`config.mk`:
```
export PLATFORM = sky130hd
export DESIGN_NAME = carry_lookahead_sumador
export DESIGN_NICKNAME = d
export VERILOG_FILES = /design/src/rtl/cla_pkg.sv /design/src/rtl/cla_block4.sv /design/src/rtl/carry_lookahead_sumador.sv
export SDC_FILE = /design/constraint.sdc
export NUM_CORES = 1
export LEC_CHECK = 0
export CORE_ASPECT_RATIO = 0.9
export CORE_UTILIZATION = 42
export DETAILED_ROUTE_END_ITERATION = 6
export GPL_TIMING_DRIVEN = 0
export PLACE_DENSITY = 0.79
export SLEW_MARGIN = 20
export SYNTH_ARGS = -nofsm -noshare
export SYNTH_HDL_FRONTEND = slang
export SYNTH_HIERARCHICAL = 1
export SYNTH_SLANG_ARGS = --single-unit
```
`constraint.sdc`:
```
create_clock -name clk -period 1.4 [get_ports clk]
set_input_delay 0.42 -clock clk [delete_from_list [all_inputs] [get_ports clk]]
set_output_delay 0.42 -clock clk [all_outputs]
set_load 0.01 [all_outputs]
```
`src/rtl/cla_pkg.sv`:
```
// Shared constants and sizing helpers for the carry-lookahead adder.
// The lookahead tree is built from identical 4-lane blocks; these helpers
// tell the top level how many blocks sit at each level of that tree.
package cla_pkg;

   localparam int CLA_GROUP = 4;

   // Number of 4-lane groups needed to cover 'width' lanes, i.e. ceil(width/4).
   function automatic int claNumGroups(input int width);
      return (width + CLA_GROUP - 1) / CLA_GROUP;
   endfunction

   // Number of nodes present at a given level of the tree.
   // Level 0 is the individual bit lanes; each level above groups the one below by four.
   function automatic int claLevelCount(input int width, input int level);
      int count;
      count = width;
      for (int i = 0; i < level; i++) begin
         count = claNumGroups(count);
      end
      return count;
   endfunction

   // Number of block levels required until a single block covers the whole word.
   // Widths up to 4 need one level, up to 16 two, up to 64 three, and so on.
   function automatic int claNumLevels(input int width);
      int count;
      int levels;
      count  = claNumGroups(width);
      levels = 1;
      while (count > 1) begin
         count  = claNumGroups(count);
         levels = levels + 1;
      end
      return levels;
   endfunction

endpackage

```
`src/rtl/cla_block4.sv`:
```
// Four-lane carry-lookahead block.
// Takes generate/propagate for four lanes plus a carry into lane 0 and returns
// the carry out of every lane in flat two-level form, together with the group
// generate and propagate. The same block serves bit lanes and group lanes alike.
module cla_block4 (
   input  logic [3:0] g_i,
   input  logic [3:0] p_i,
   input  logic       cin_i,
   output logic [3:0] carry_o,
   output logic       groupG_o,
   output logic       groupP_o
);

   // Flat lookahead equations: every carry is a sum of products of g, p and cin,
   // so no carry waits on the one below it.
   always_comb begin
      carry_o  = 4'b0000;
      groupG_o = 1'b0;
      groupP_o = 1'b0;

      carry_o[0] = g_i[0]
                 | (p_i[0] & cin_i);

      carry_o[1] = g_i[1]
                 | (p_i[1] & g_i[0])
                 | (p_i[1] & p_i[0] & cin_i);

      carry_o[2] = g_i[2]
                 | (p_i[2] & g_i[1])
                 | (p_i[2] & p_i[1] & g_i[0])
                 | (p_i[2] & p_i[1] & p_i[0] & cin_i);

      groupG_o   = g_i[3]
                 | (p_i[3] & g_i[2])
                 | (p_i[3] & p_i[2] & g_i[1])
                 | (p_i[3] & p_i[2] & p_i[1] & g_i[0]);

      groupP_o   = &p_i;

      carry_o[3] = groupG_o | (groupP_o & cin_i);
   end

endmodule

```
`src/rtl/carry_lookahead_sumador.sv`:
```
// N-bit registered adder built on a hierarchical carry-lookahead tree.
// Level 1 blocks see the bit lanes, each higher level sees the group G/P of
// the level below, and carries flow back down from the single top block, whose
// carry-in is CarryIn. Lanes past the end of a level are padded with g=0, p=0
// so they neither generate nor pass a carry. The sum and carry-out are
// registered once, giving one cycle of latency.
module carry_lookahead_sumador
   import cla_pkg::*;
#(
   parameter int N = 32
) (
   input  logic         clk,
   input  logic         rst,
   input  logic [N-1:0] Operando1,
   input  logic [N-1:0] Operando2,
   input  logic         CarryIn,
   output logic [N-1:0] Resultado,
   output logic         CarryOut
);

   localparam int LEVELS = claNumLevels(N);

   logic [N-1:0] genBit;
   logic [N-1:0] propBit;
   logic [N-1:0] resultado_d;
   logic [N-1:0] resultado_q;
   logic         carryOut_d;
   logic         carryOut_q;

   assign genBit  = Operando1 & Operando2;
   assign propBit = Operando1 ^ Operando2;

   for (genvar l = 1; l <= LEVELS; l++) begin : gLevel
      localparam int NIN  = claLevelCount(N, l - 1);
      localparam int NOUT = claLevelCount(N, l);
      localparam int NPAD = NOUT * CLA_GROUP;

      logic [NPAD-1:0] gIn;
      logic [NPAD-1:0] pIn;
      logic [NPAD-1:0] cIn;
      logic [NPAD-1:0] cLane;
      logic [NOUT-1:0] gOut;
      logic [NOUT-1:0] pOut;
      logic [NOUT-1:0] cNode;
      logic            unusedLevel;

      if (l == 1) begin : gSrcBits
         assign gIn[NIN-1:0] = genBit;
         assign pIn[NIN-1:0] = propBit;
      end else begin : gSrcLower
         assign gIn[NIN-1:0] = gLevel[l-1].gOut;
         assign pIn[NIN-1:0] = gLevel[l-1].pOut;
      end

      if (NPAD > NIN) begin : gPad
         assign gIn[NPAD-1:NIN] = '0;
         assign pIn[NPAD-1:NIN] = '0;
      end

      if (l == LEVELS) begin : gTop
         assign cNode = CarryIn;
      end else begin : gFromAbove
         assign cNode = gLevel[l+1].cIn[NOUT-1:0];
      end

      for (genvar b = 0; b < NOUT; b++) begin : gBlock
         logic [CLA_GROUP-1:0] blkCarry;

         cla_block4 uBlock (
            .g_i      (gIn[b*CLA_GROUP +: CLA_GROUP]),
            .p_i      (pIn[b*CLA_GROUP +: CLA_GROUP]),
            .cin_i    (cNode[b]),
            .carry_o  (blkCarry),
            .groupG_o (gOut[b]),
            .groupP_o (pOut[b])
         );

         assign cLane[b*CLA_GROUP +: CLA_GROUP] = blkCarry;
         assign cIn[b*CLA_GROUP +: CLA_GROUP]   = {blkCarry[CLA_GROUP-2:0], cNode[b]};
      end

      // The top block's G/P, the padded lanes' carries and the lane carry-outs
      // of the upper levels have no consumer; they are folded here on purpose.
      assign unusedLevel = ^{gOut, pOut, cIn, cLane};
   end

   // Sum bits take the lookahead carry into each lane; carry-out is the carry
   // leaving lane N-1 itself, never a padded lane above it.
   always_comb begin
      resultado_d = propBit ^ gLevel[1].cIn[N-1:0];
      carryOut_d  = gLevel[1].cLane[N-1];
   end

   // Single output register, loaded every cycle and cleared as soon as reset rises.
   always_ff @(posedge clk or posedge rst) begin
      if (rst) begin
         resultado_q <= '0;
         carryOut_q  <= 1'b0;
      end else begin
         resultado_q <= resultado_d;
         carryOut_q  <= carryOut_d;
      end
   end

   assign Resultado = resultado_q;
   assign CarryOut  = carryOut_q;

endmodule

```
# Word level (Yosys, flattened, before mapping)
# Cells that the tools add are included.
[classes]
add_sub_neg = 0
mul = 0
n_div = 0
n_lt_le_gt_ge = 0
eq_ne = 0
shift = 0
n_mux = 0
bitwise = 229
n_reduce_logical = 9
[ops]
columns = ["operator", "count"]
rows = [
  ["$and 1x1->1", 137],
  ["$or 1x1->1", 89],
  ["$xor 32x32->32", 2],
  ["$and 32x32->32", 1],
  ["$reduce_and 4->1", 8],
  ["$reduce_and 16->1", 1],
]
[totals]
reg_bits = 33
latchBits = 0
ram_bits = 0
rom_bits = 0
inputBits = 67
out_inout_bits = 33
mem_count = 0

# Depth between registers and ports, before layout
# Gate-level depths: netlist of the first run.
[logic_depth]
ltp_word = 15
mapped_depth = 15

# By module
# Netlist of the first run, hierarchy kept.
[by_module_without_submodules]
columns = ["mod", "n_inst", "cells_per_inst", "area_each_um2", "seq_area_each_um2"]
rows = [
  ["carry_lookahead_sumador", 1, 99, 1514.0, 825.8],
  ["cla_block4", 11, 10, 60.1, 0.0],
]

# Worst setup path before layout of the first run
# Ideal clock, no wire load.
[synth_path]
path_type = "input to register"
startpoint = "in Operando1[11]"
endpoint = "reg resultado_q[31], in the netlist Resultado[31]"
setup_time_ns = 0.124
t_arrival_ns = 2.803
slack_ns = -1.527
cell_stages = 15
n_path_buf = 0
cell_sequence = "ha_1 -> a21oi_1 -> o21ai_0 -> a21oi_1 -> o21ai_0 -> a21o_1 -> a21o_1 -> a21oi_2 -> inv_2 -> a21o_1 -> a21o_1 -> a21oi_2 -> inv_2 -> a21o_1 -> xor2_1"
[synth_between]
elab_chain_len = 15
elab_cells_between_ends = 27
[synth_lines]
columns = ["element", "line", "source"]
rows = [
  ["start: declaration", "carry_lookahead_sumador.sv:14", "input logic [N-1:0] Operando1,"],
  ["$xor 32x32->32", "carry_lookahead_sumador.sv:31", "assign propBit = Operando1 ^ Operando2;"],
  ["$and 1x1->1, on equally long branches", "cla_block4.sv:34, cla_block4.sv:35, cla_block4.sv:36", ""],
  ["$or 1x1->1 (tied with other cells)", "cla_block4.sv:34", "| (p_i[3] & g_i[2])"],
  ["$or 1x1->1 / $and 1x1->1 (equally long branches)", "cla_block4.sv:35, cla_block4.sv:36", ""],
  ["$or 1x1->1 *", "cla_block4.sv:36", "| (p_i[3] & p_i[2] & p_i[1] & g_i[0]);"],
  ["net gLevel[1].gOut[2]", "carry_lookahead_sumador.sv:42", "logic [NOUT-1:0] gOut;"],
  ["$and 1x1->1 *", "cla_block4.sv:34", ""],
  ["$or 1x1->1 *", "cla_block4.sv:34", ""],
  ["[... 2 more ...]", "n/a", ""],
  ["net gLevel[2].gOut[0]", "carry_lookahead_sumador.sv:42", ""],
  ["[... 1 more ...]", "n/a", ""],
  ["net gLevel[3].cLane[0]", "carry_lookahead_sumador.sv:41", "logic [NPAD-1:0] cLane;"],
  ["$and 1x1->1 *", "cla_block4.sv:31", "| (p_i[2] & p_i[1] & p_i[0] & cin_i);"],
  ["$or 1x1->1 *", "cla_block4.sv:31", ""],
  ["net gLevel[2].gBlock[1].blkCarry[2]", "carry_lookahead_sumador.sv:67", "logic [CLA_GROUP-1:0] blkCarry;"],
  ["$and 1x1->1 *", "cla_block4.sv:31", ""],
  ["$or 1x1->1 *", "cla_block4.sv:31", ""],
  ["net gLevel[1].gBlock[7].blkCarry[2]", "carry_lookahead_sumador.sv:67", ""],
  ["$xor 32x32->32 *", "carry_lookahead_sumador.sv:90", "resultado_d = propBit ^ gLevel[1].cIn[N-1:0];"],
  ["net resultado_d[31]", "carry_lookahead_sumador.sv:25", "logic [N-1:0] resultado_d;"],
  ["end signal: assignment", "carry_lookahead_sumador.sv:100", "resultado_q <= resultado_d;"],
  ["end: declaration", "carry_lookahead_sumador.sv:26", "logic [N-1:0] resultado_q;"],
]
# Mark *: on every way through the listed nets, which the timed path passes. The rest lies on a longest branch.

# Worst setup path after layout of the first run
[layout_path]
startpoint = "in Operando1[12]"
endpoint = "reg resultado_q[31], in the netlist Resultado[31]"
[layout_between]
elab_chain_len = 12
elab_cells_between_ends = 21
[layout_lines]
columns = ["element", "line", "source"]
rows = [
  ["$xor 32x32->32 *", "carry_lookahead_sumador.sv:31", ""],
  ["net gLevel[1].pIn[12]", "carry_lookahead_sumador.sv:39", "logic [NPAD-1:0] pIn;"],
  ["$reduce_and 4->1 *", "cla_block4.sv:38", "groupP_o = &p_i;"],
  ["net gLevel[1].pOut[3]", "carry_lookahead_sumador.sv:43", "logic [NOUT-1:0] pOut;"],
  ["$and 1x1->1, on equally long branches", "cla_block4.sv:34, cla_block4.sv:35, cla_block4.sv:36", ""],
  ["$or 1x1->1 (tied with other cells)", "cla_block4.sv:34", ""],
  ["$or 1x1->1 / $and 1x1->1 (equally long branches)", "cla_block4.sv:35, cla_block4.sv:36", ""],
  ["$or 1x1->1 *", "cla_block4.sv:36", ""],
  ["net gLevel[2].gOut[0]", "carry_lookahead_sumador.sv:42", ""],
  ["[... 1 more ...]", "n/a", ""],
  ["net gLevel[3].cLane[0]", "carry_lookahead_sumador.sv:41", ""],
  ["$and 1x1->1 *", "cla_block4.sv:31", ""],
  ["$or 1x1->1 *", "cla_block4.sv:31", ""],
  ["net gLevel[2].gBlock[1].blkCarry[2]", "carry_lookahead_sumador.sv:67", ""],
  ["$and 1x1->1 *", "cla_block4.sv:31", ""],
  ["$or 1x1->1 *", "cla_block4.sv:31", ""],
  ["net gLevel[1].gBlock[7].blkCarry[2]", "carry_lookahead_sumador.sv:67", ""],
  ["$xor 32x32->32 *", "carry_lookahead_sumador.sv:90", ""],
  ["net resultado_d[31]", "carry_lookahead_sumador.sv:25", ""],
]
# Marked as above.

==> metrics.txt, run 1 <==
Critical Path Fanout Max=3; Starting DRT DRC Count=63; effective utilization at floorplan=0.446; drt wl/cell=roughly 16 um; gpl congestion=0.795; Buffers on Ports=99; io pins=100; via/cell ratio=about 5; count of inserted antenna diode cells=0; total die area=5110 um2; period utilization=1.81; power per unit of standard cell area=between 900 and 1000 nW/um2; Placed Cells=343; drt total wl=~6.5 mm; unrepaired setup endpoints after global routing=true; overflow left after global routing=0; Worst Hold Margin=503 ps; final number of hold-violating endpoints=0; wire length of the first global-routing pass=9.54 mm; synth-to-layout area growth=87.8%; cell mode on critical path=sky130_fd_sc_hd__a21o_1; Die Y=67.9 um; fin worst setup slack=-1130 ps; minimum period implied by the final worst setup slack=2530 ps; Crit path largest cell delay=230 ps; vias after detailed routing=1962; data arrival time of the critical path=2700 ps; first drt pass iteration count=4; via count of the first global-routing pass=1938; cell at the root of the clock tree=sky130_fd_sc_hd__clkbuf_8; CTS clock-pin slew for the worst setup and hold paths=~70 ps; sum of net half-perimeters after detailed placement=3.91 mm; Rel. slew slack=0.546; result of the run=complete, but fails checks; final net count=~430; cts hold-fix bufs=0; min-delay worst type=primary input to flip-flop; number of instances in the synthesized netlist=182; Least-Margin Pin Slew=~680 ps; leakage power summed over all cells=1.86 nW; kind of start point of the critical path=primary input; category of the worst setup path capture point=flip-flop; maximum number of buffers from clock root to sink=2; failing checks=negative setup slack; required time of the critical path=1570 ps; final number of setup-violating endpoints=29; power consumption=~3.7 mW; post-synthesis instance area=2030 um2; number of max-slew violations in the final report=0; Critical Path Slowest Stage Cell=sky130_fd_sc_hd__ha_4; maximum resistive drop on vdd=around 0.56 mV; cell-by-cell listing of the critical path=clkdlybuf4s15_1, ha_4, and4_4, a21oi_4, o21ai_2, a21o_1, a21o_1, a21oi_2, inv_2, a21o_1, a21o_1, a21oi_2, inv_2, a21o_1, xor2_1; maximum number of pins on one net before global-route repair=34; post-route non-filler standard cell count=396; clock tree from TritonCTS=done; share of cells above drive strength 1=0.422; overall die width=75.2 um; mean cell area of the mapped netlist=11.1 um2; max capacitance violation total=0; DP Area=approximately 3300 um2; clock buffer count from CTS=5; post-route design area=3810 um2; clock sink count=33; CTS H-tree lvls=2; Row Count=23; DRC Markers=0; number of cells on the worst hold path=3; Std-Cell Core Area=4550 um2; Crit Path Class=primary input to flip-flop; overall global routing resource usage=0.261; DRT antenna net count=0; antenna violations before repair=0; FMAX=~400 MHz; Syn. warnings=6; syn nets=about 280
[worst max-delay path: cells and delay by family]
| family | cells | cell delay (ps) |
|---|---|---|
| compound gates | 9 | 1420 |
| xor+xnor | 1 | 140 |
| fa+ha+maj | 1 | 230 |
| buf+inv | 3 | 320 |
| simple gates | 1 | 160 |
[final timing paths]
path                               start                       to  slack (ps)
setup / recovery           Operando1[12]  Resultado[31]$_DFF_PP0_       -1130
hold / removal             Operando1[13]  Resultado[13]$_DFF_PP0_         500
min in group asynchronous            rst  Resultado[15]$_DFF_PP0_         570
max in group asynchronous            rst  Resultado[24]$_DFF_PP0_         390
[registers in the layout, indices dropped and copies added (netlist names)]
| signal | count |
|---|---|
| Resultado | 32 |
| CarryOut | 1 |
[timing repair]
action,4_1_cts,5_1_grt
endpoints found under the setup margin,64,34
gates cloned,0,0
resized for setup,180,32
setup buffers,39,9
pin swaps,57,27
[where the power goes]
| part | total (mW) | switching, mW | leakage [nW] | internal, mW |
|---|---|---|---|---|
| logic | 1.60 | 0.728 | 1.42 | 0.871 |
| registers | 1.21 | 0.0519 | 0.385 | 1.15 |
| clock network | 0.925 | 0.345 | 0.0585 | 0.580 |
| total | 3.73 | 1.12 | 1.86 | 2.61 |
[cell usage in the layout, fill, tap and decap left out]
master                            instances
sky130_fd_sc_hd__a21o_1                  21
sky130_fd_sc_hd__a21oi_1                  7
sky130_fd_sc_hd__a21oi_2                 15
sky130_fd_sc_hd__a21oi_4                  5
sky130_fd_sc_hd__and4_1                   5
sky130_fd_sc_hd__and4_4                   3
sky130_fd_sc_hd__buf_2                   18
sky130_fd_sc_hd__buf_4                   33
sky130_fd_sc_hd__buf_6                   20
sky130_fd_sc_hd__bufinv_16                1
sky130_fd_sc_hd__clkbuf_1                 1
sky130_fd_sc_hd__clkbuf_2                 3
sky130_fd_sc_hd__clkbuf_8                 6
sky130_fd_sc_hd__clkdlybuf4s15_1          6
sky130_fd_sc_hd__clkdlybuf4s15_2          1
sky130_fd_sc_hd__clkdlybuf4s50_1         33
sky130_fd_sc_hd__dfrtp_1                 33
sky130_fd_sc_hd__dlygate4sd2_1           30
sky130_fd_sc_hd__ha_1                    14
sky130_fd_sc_hd__ha_4                    18
sky130_fd_sc_hd__inv_2                   11
sky130_fd_sc_hd__nand2_1                  8
sky130_fd_sc_hd__nand2_2                  1
sky130_fd_sc_hd__o21ai_0                  4
sky130_fd_sc_hd__o21ai_2                  4
sky130_fd_sc_hd__o21ai_4                  1
sky130_fd_sc_hd__xor2_1                  31
sky130_fd_sc_hd__xor2_2                   1
[metrics by stage]
stage,setup TNS (ps),util,setup slack (ps)
5_1_grt,-20820,0.837,-1210
4_1_cts,-16690,0.807,-1200
2_1_floorplan,-15660,-,-1150
6_report,-19220,0.837,-1130
3_5_place_dp,-36200,0.723,-1930
3_3_place_gp,-50920,0.723,-1890
[per-layer routing]
metal	share of wire	wire [um]	GRT usage	vias up
li1	-	-	-	951
met1	0.37	2430	0.274	925
met2	0.55	3590	0.495	66
met3	0.045	294	0.0560	20
met4	0.032	212	0.123	0
met5	0	0	0	-
[cell type report]
cell class,count,area [um2]
fillers,265,739
inverters,11,41.3
clock inverters,1,30.0
well taps,62,77.6
flip-flops and latches,33,826
repair buffers,144,1240
clock buffers,7,86.3
multi-input cells,138,1500
Power figures use the tool's default switching activity.
==> run 2: changes to the inputs <==
Settings changed: CORE_UTILIZATION 42 to 35, PLACE_DENSITY 0.79 to 0.68.
==> metrics.txt, run 2 (synthesis gave the netlist of run 1 again) <==
result of the run=complete, but fails checks (unchanged); failing checks=negative setup slack (unchanged); Die Y=74.2 um (was 67.9 um); maximum number of pins on one net before global-route repair=34 (unchanged); antenna violations before repair=0 (unchanged); wire length of the first global-routing pass=8.00 mm (was 9.54 mm); sum of net half-perimeters after detailed placement=3.69 mm (was 3.91 mm); worst setup path startpoint=Operando2[7] (was Operando1[12]); Crit Path Class=primary input to flip-flop (unchanged); Critical Path Fanout Max=4 (was 3); maximum resistive drop on vdd=0.731 mV (was 0.558 mV); final net count=429 (was 432); clock tree from TritonCTS=done (unchanged); share of total power in sequential cells=0.314 (was 0.323); Least-Margin Pin Slew=685 ps (was 681 ps); unrepaired setup endpoints after global routing=true (unchanged); overflow left after global routing=0 (unchanged); min-delay worst type=primary input to flip-flop (unchanged); number of max-slew violations in the final report=0 (unchanged); Starting DRT DRC Count=48 (was 63); Buffers on Ports=99 (unchanged); Placed Cells=348 (was 343); Setup TNS=-18290 ps (was -19220 ps); cts hold-fix bufs=0 (unchanged); period utilization=1.75 (was 1.81); Pint=2.72 mW (was 2.61 mW); layout filler cell count=412 (was 265); category of the worst setup path capture point=flip-flop (unchanged); Rel. slew slack=0.543 (was 0.546); Std-Cell Core Area=5410 um2 (was 4550 um2); final number of hold-violating endpoints=0 (unchanged); overall global routing resource usage=0.174 (was 0.261); total die area=6100 um2 (was 5110 um2); power consumption=3.80 mW (was 3.73 mW); minimum period implied by the final worst setup slack=2450 ps (was 2530 ps); io pins=100 (unchanged); post-route non-filler standard cell count=398 (was 396); final number of setup-violating endpoints=28 (was 29); leakage power summed over all cells=1.87 nW (was 1.86 nW); flip-flop and latch area=826 um2 (unchanged); vias after detailed routing=1885 (was 1962); kind of start point of the critical path=primary input (unchanged); CTS H-tree lvls=2 (unchanged); required time of the critical path=1580 ps (was 1570 ps); share of cells above drive strength 1=0.438 (was 0.422); clock sink count=33 (unchanged); first drt pass iteration count=4 (unchanged); most frequent cells in the layout=sky130_fd_sc_hd__dfrtp_1 (33), sky130_fd_sc_hd__dlygate4sd2_1 (33), sky130_fd_sc_hd__clkdlybuf4s50_1 (32), sky130_fd_sc_hd__buf_4 (31), sky130_fd_sc_hd__xor2_1 (28) (was sky130_fd_sc_hd__dfrtp_1 (33), sky130_fd_sc_hd__buf_4 (33), sky130_fd_sc_hd__clkdlybuf4s50_1 (33), sky130_fd_sc_hd__xor2_1 (31), sky130_fd_sc_hd__dlygate4sd2_1 (30)); power per unit of standard cell area=993 nW/um2 (was 980 nW/um2); hold_sp=Operando1[3] (was Operando1[13]); data arrival time of the critical path=2630 ps (was 2700 ps); Row Count=25 (was 23); drt wl/cell=13.2 um (was 16.5 um); clock buffer count from CTS=5 (unchanged); DRC Markers=0 (unchanged); gpl congestion=0.821 (was 0.795); overall die width=82.2 um (was 75.2 um); fin worst setup slack=-1050 ps (was -1130 ps); DRT antenna net count=0 (unchanged); proportion of power drawn by the clock network=0.279 (was 0.248); cell at the root of the clock tree=sky130_fd_sc_hd__clkbuf_8 (unchanged); crit path capture=Resultado[31]$_DFF_PP0_ (unchanged); CTS clock-pin slew for the worst setup and hold paths=80 ps (was 70 ps); FMAX=409 MHz (was 395 MHz); flip-flop count of the largest register, all copies and words added=32 (unchanged); multi-input combinational cell area=1530 um2 (was 1500 um2); synth-to-layout area growth=88.5% (was 87.8%); Combinational Power Share=0.407 (was 0.429); max capacitance violation total=0 (unchanged); switching part of the total power=0.283 (was 0.301); via count of the first global-routing pass=1809 (was 1938); effective utilization at floorplan=0.375 (was 0.446); via/cell ratio=4.74 (was 4.95); Switch Pwr=1.07 mW (was 1.12 mW); count of inserted antenna diode cells=0 (unchanged); maximum number of buffers from clock root to sink=2 (unchanged); drt total wl=5.27 mm (was 6.52 mm)
==> run 2: metrics by stage <==
step / hold WS, ps / util / worst slack, ps / cell area, um2
floorplan: 507 / - / -1150 / 2220
global route: 459 / 0.706 / -1150 / 3820
finish: 466 / 0.706 / -1050 / 3820
CTS: 438 / 0.677 / -1180 / 3660
detailed placement: 906 / 0.609 / -1960 / 3290
global placement: 1110 / 0.609 / -1910 / 3290
==> run 2: cell type report <==
class,count,area share
clock buffer,5,0.0180
clock inverter,3,0.0170
inverter,11,0.0108
multi-input combinational,138,0.401
sequential,33,0.216
tap,67,0.0219
timing repair buffer,141,0.315
==> run 2: worst min-delay path by stage <==
stage / to / cells after the start
after detailed placement: Resultado[23]$_DFF_PP0_ / 2
after floorplan: Resultado[0]$_DFF_PP0_ / 1
after global routing: Resultado[3]$_DFF_PP0_ / 3
final: Resultado[3]$_DFF_PP0_ / 3
after CTS: Resultado[3]$_DFF_PP0_ / 3
after global placement: Resultado[0]$_DFF_PP0_ / 2
==> run 2: power groups by stage <==
stage               Sequential (mW)  Combinational, mW  Clock (mW)
finish                         1.19               1.54        1.06
global route                   1.22               1.67        1.14
CTS                            1.20               1.42        1.09
detailed placement             1.23               1.38           0
global placement               1.22               1.37           0
floorplan                      1.34              0.529           0
==> run 2: critical path, stage by stage <==
cell and delay [ps]:
sky130_fd_sc_hd__buf_6 100, sky130_fd_sc_hd__ha_4 250, sky130_fd_sc_hd__a21oi_2 150, sky130_fd_sc_hd__o21ai_2 90, sky130_fd_sc_hd__a21oi_4 120, sky130_fd_sc_hd__o21ai_2 60
sky130_fd_sc_hd__a21o_1 180, sky130_fd_sc_hd__a21o_1 180, sky130_fd_sc_hd__a21oi_2 150, sky130_fd_sc_hd__inv_2 50, sky130_fd_sc_hd__a21o_1 190, sky130_fd_sc_hd__a21o_1 190
sky130_fd_sc_hd__a21oi_2 150, sky130_fd_sc_hd__inv_2 50, sky130_fd_sc_hd__a21o_1 160, sky130_fd_sc_hd__xor2_1 130
==> run 2: layer usage <==
| metal | vias up | wire length (um) | global-route usage |
|---|---|---|---|
| li1 | 941 | - | - |
| met1 | 867 | 2170 | 0.204 |
| met2 | 62 | 2670 | 0.300 |
| met3 | 15 | 267 | 0.0368 |
| met4 | 0 | 157 | 0.0897 |
| met5 | - | 0 | 0 |
==> run 2: what timing repair did <==
item / 4_1_cts / 5_1_grt
pin swaps: 56 / 41
setup endpoints to repair: 64 / 31
buffers inserted: 39 / 10
resized for setup: 179 / 33
==> run 3: changes to the inputs <==
Settings changed: SETUP_SLACK_MARGIN from default to 0.05.
==> metrics.txt, run 3 (synthesis gave the netlist of run 1 again) <==
cts hold-fix bufs=0 (unchanged); most frequent cells in the layout=sky130_fd_sc_hd__dfrtp_1 (33), sky130_fd_sc_hd__clkdlybuf4s50_1 (32), sky130_fd_sc_hd__buf_4 (30), sky130_fd_sc_hd__xor2_1 (28), sky130_fd_sc_hd__clkdlybuf4s15_1 (27) (was sky130_fd_sc_hd__dfrtp_1 (33), sky130_fd_sc_hd__dlygate4sd2_1 (33), sky130_fd_sc_hd__clkdlybuf4s50_1 (32), sky130_fd_sc_hd__buf_4 (31), sky130_fd_sc_hd__xor2_1 (28)); Switch Pwr=1.09 mW (was 1.07 mW); vias after detailed routing=1897 (was 1885); final net count=429 (unchanged); Row Count=25 (unchanged); proportion of power drawn by the clock network=0.276 (was 0.279); maximum number of pins on one net before global-route repair=34 (unchanged); Worst Hold Margin=464 ps (was 466 ps); wire length of the first global-routing pass=7.98 mm (was 8.00 mm); busiest layer in global routing=met2 (unchanged); met3 usage=0.0368 (unchanged); io pins=100 (unchanged); flip-flop count of the largest register, all copies and words added=32 (unchanged); Combinational Power Share=0.410 (was 0.407); via/cell ratio=4.77 (was 4.74); total die area=6100 um2 (unchanged); clock buffer count from CTS=5 (unchanged); synth-to-layout area growth=89.8% (was 88.5%); unrepaired setup endpoints after global routing=true (unchanged); switching part of the total power=0.283 (about the same); cell mode on critical path=sky130_fd_sc_hd__a21o_1 (unchanged); effective utilization at floorplan=0.375 (unchanged); first drt pass iteration count=4 (unchanged); FMAX=407 MHz (was 409 MHz); final number of setup-violating endpoints=28 (unchanged); Least-Margin Pin Slew=684 ps (was 685 ps); clock sink count=33 (unchanged); Pint=2.75 mW (was 2.72 mW); result of the run=complete, but fails checks (unchanged); DRC Markers=0 (unchanged); category of the worst setup path capture point=flip-flop (unchanged); drt wl/cell=13.4 um (was 13.2 um); drt total wl=5.33 mm (was 5.27 mm); antenna violations before repair=0 (unchanged); overall die width=82.2 um (unchanged); Buffers on Ports=99 (unchanged); Die Y=74.2 um (unchanged); share of cells above drive strength 1=0.456 (was 0.438); Crit Path Class=primary input to flip-flop (unchanged); cell class contributing the biggest share of worst-path delay=compound AO/OA/AOI/OAI gates (unchanged); CTS H-tree lvls=2 (unchanged); overflow left after global routing=0 (unchanged); combined buffer and inverter count along the critical path=3 (unchanged); maximum resistive drop on vdd=0.739 mV (was 0.731 mV); gpl congestion=0.821 (unchanged); DRT antenna net count=0 (unchanged); met2 track demand over resource in global routing=0.300 (unchanged); CTS clock-pin slew for the worst setup and hold paths=80 ps (about the same); fin worst setup slack=-1060 ps (was -1050 ps); min-delay worst type=primary input to flip-flop (unchanged); Critical Path Slowest Stage Cell=sky130_fd_sc_hd__ha_4 (unchanged); worst setup slack before clock tree synthesis=-1960 ps (unchanged); Starting DRT DRC Count=29 (was 48); power per unit of standard cell area=998 nW/um2 (was 993 nW/um2); cell at the root of the clock tree=sky130_fd_sc_hd__clkbuf_8 (unchanged); final number of hold-violating endpoints=0 (unchanged); via count of the first global-routing pass=1806 (was 1809); met1 routing resource usage after global routing=0.204 (about the same); count of inserted antenna diode cells=0 (unchanged); period utilization=1.75 (about the same); layout filler cell count=393 (was 412); kind of start point of the critical path=primary input (unchanged); failing checks=negative setup slack (unchanged); max capacitance violation total=0 (unchanged); Crit path largest cell delay=210 ps (was 250 ps); maximum number of buffers from clock root to sink=2 (unchanged); required time of the critical path=1580 ps (about the same); minimum period implied by the final worst setup slack=2460 ps (was 2450 ps); post-layout utilization of the core=0.711 (was 0.706); Critical Path Fanout Max=3 (was 4); number of max-slew violations in the final report=0 (unchanged); leakage power summed over all cells=1.85 nW (was 1.87 nW); data arrival time of the critical path=2640 ps (was 2630 ps); Std-Cell Core Area=5410 um2 (unchanged); share of total power in sequential cells=0.313 (was 0.314); cell-by-cell listing of the critical path=clkdlybuf4s15_2, ha_4, and4_4, a21oi_2, o21ai_2, a21o_1, a21o_1, a21oi_2, inv_2, a21o_1, a21o_1, a21oi_2, inv_2, a21o_1, xor2_1 (was buf_6, ha_4, a21oi_2, o21ai_2, a21oi_4, o21ai_2, a21o_1, a21o_1, a21oi_2, inv_2, a21o_1, a21o_1, a21oi_2, inv_2, a21o_1, xor2_1); Rel. slew slack=0.544 (was 0.543); sum of net half-perimeters after detailed placement=3.69 mm (unchanged); clock tree from TritonCTS=done (unchanged); overall global routing resource usage=0.174 (about the same); most common cell after layout, fill and taps aside=sky130_fd_sc_hd__dfrtp_1
==> run 3: changes by cell type in the layout (fill, tap and decap cells not counted) <==
cell / change
sky130_fd_sc_hd__buf_2: -2
sky130_fd_sc_hd__buf_4: -1
sky130_fd_sc_hd__buf_6: +3
sky130_fd_sc_hd__clkbuf_2: +6
sky130_fd_sc_hd__clkdlybuf4s15_1: +26
sky130_fd_sc_hd__dlygate4sd2_1: -32
==> run 3: timing repair <==
| action | CTS | global route |
|---|---|---|
| gates resized for setup | 205 | 48 |
| setup endpoints to repair | 64 | 45 |
| buffers inserted | 40 | 9 |
| pin swaps | 58 | 42 |
==> run 3: worst min-delay path, cell delays in order <==
cell and delay (ps):
sky130_fd_sc_hd__buf_6 70, sky130_fd_sc_hd__ha_4 150, sky130_fd_sc_hd__xor2_1 70
==> run 3: per-layer routing <==
metal | up-vias | part of all wire
met4 | 0 | 0.033
met1 | 875 | 0.40
li1 | 941 | -
met3 | 17 | 0.053
met5 | - | 0
met2 | 64 | 0.51
==> run 3: power by group through the flow <==
stage               logic, mW  registers (mW)  clock network [mW]
floorplan               0.529            1.34                   0
global placement         1.37            1.22                   0
detailed placement       1.38            1.23                   0
CTS                      1.46            1.20                1.09
global route             1.71            1.23                1.14
finish                   1.58            1.20                1.06
==> run 3: layout make-up <==
class	instances	area [um2]	area share
Clock inverter	3	65.1	0.0169
Timing Repair Buffer	141	1230	0.320
Multi-Input combinational cell	138	1530	0.398
Inverter	11	41.3	0.0107
Tap cell	67	83.8	0.0218
Sequential cell	33	826	0.215
Clock buffer	5	68.8	0.0179
==> run 3: path summary, 6_finish.rpt <==
kind	startpoint	end	slack, ps	cells past startpoint
worst max-delay path	Operando2[12]	Resultado[31]$_DFF_PP0_	-1060	15
max in group asynchronous	rst	Resultado[5]$_DFF_PP0_	390	2
min in group asynchronous	rst	Resultado[27]$_DFF_PP0_	560	2
worst min-delay path	Operando1[3]	Resultado[3]$_DFF_PP0_	460	3
==> run 3: metrics by stage <==
| step | instance area, um2 | setup TNS (ps) | total power [mW] | cells |
|---|---|---|---|---|
| 6_report | 3850 | -18820 | 3.84 | 398 |
| 5_1_grt | 3850 | -20340 | 4.07 | 398 |
| 3_3_place_gp | 3290 | -55220 | 2.59 | 348 |
| 2_1_floorplan | 2220 | -15660 | 1.87 | 182 |
| 4_1_cts | 3700 | -17290 | 3.76 | 392 |
| 3_5_place_dp | 3290 | -36830 | 2.61 | 348 |
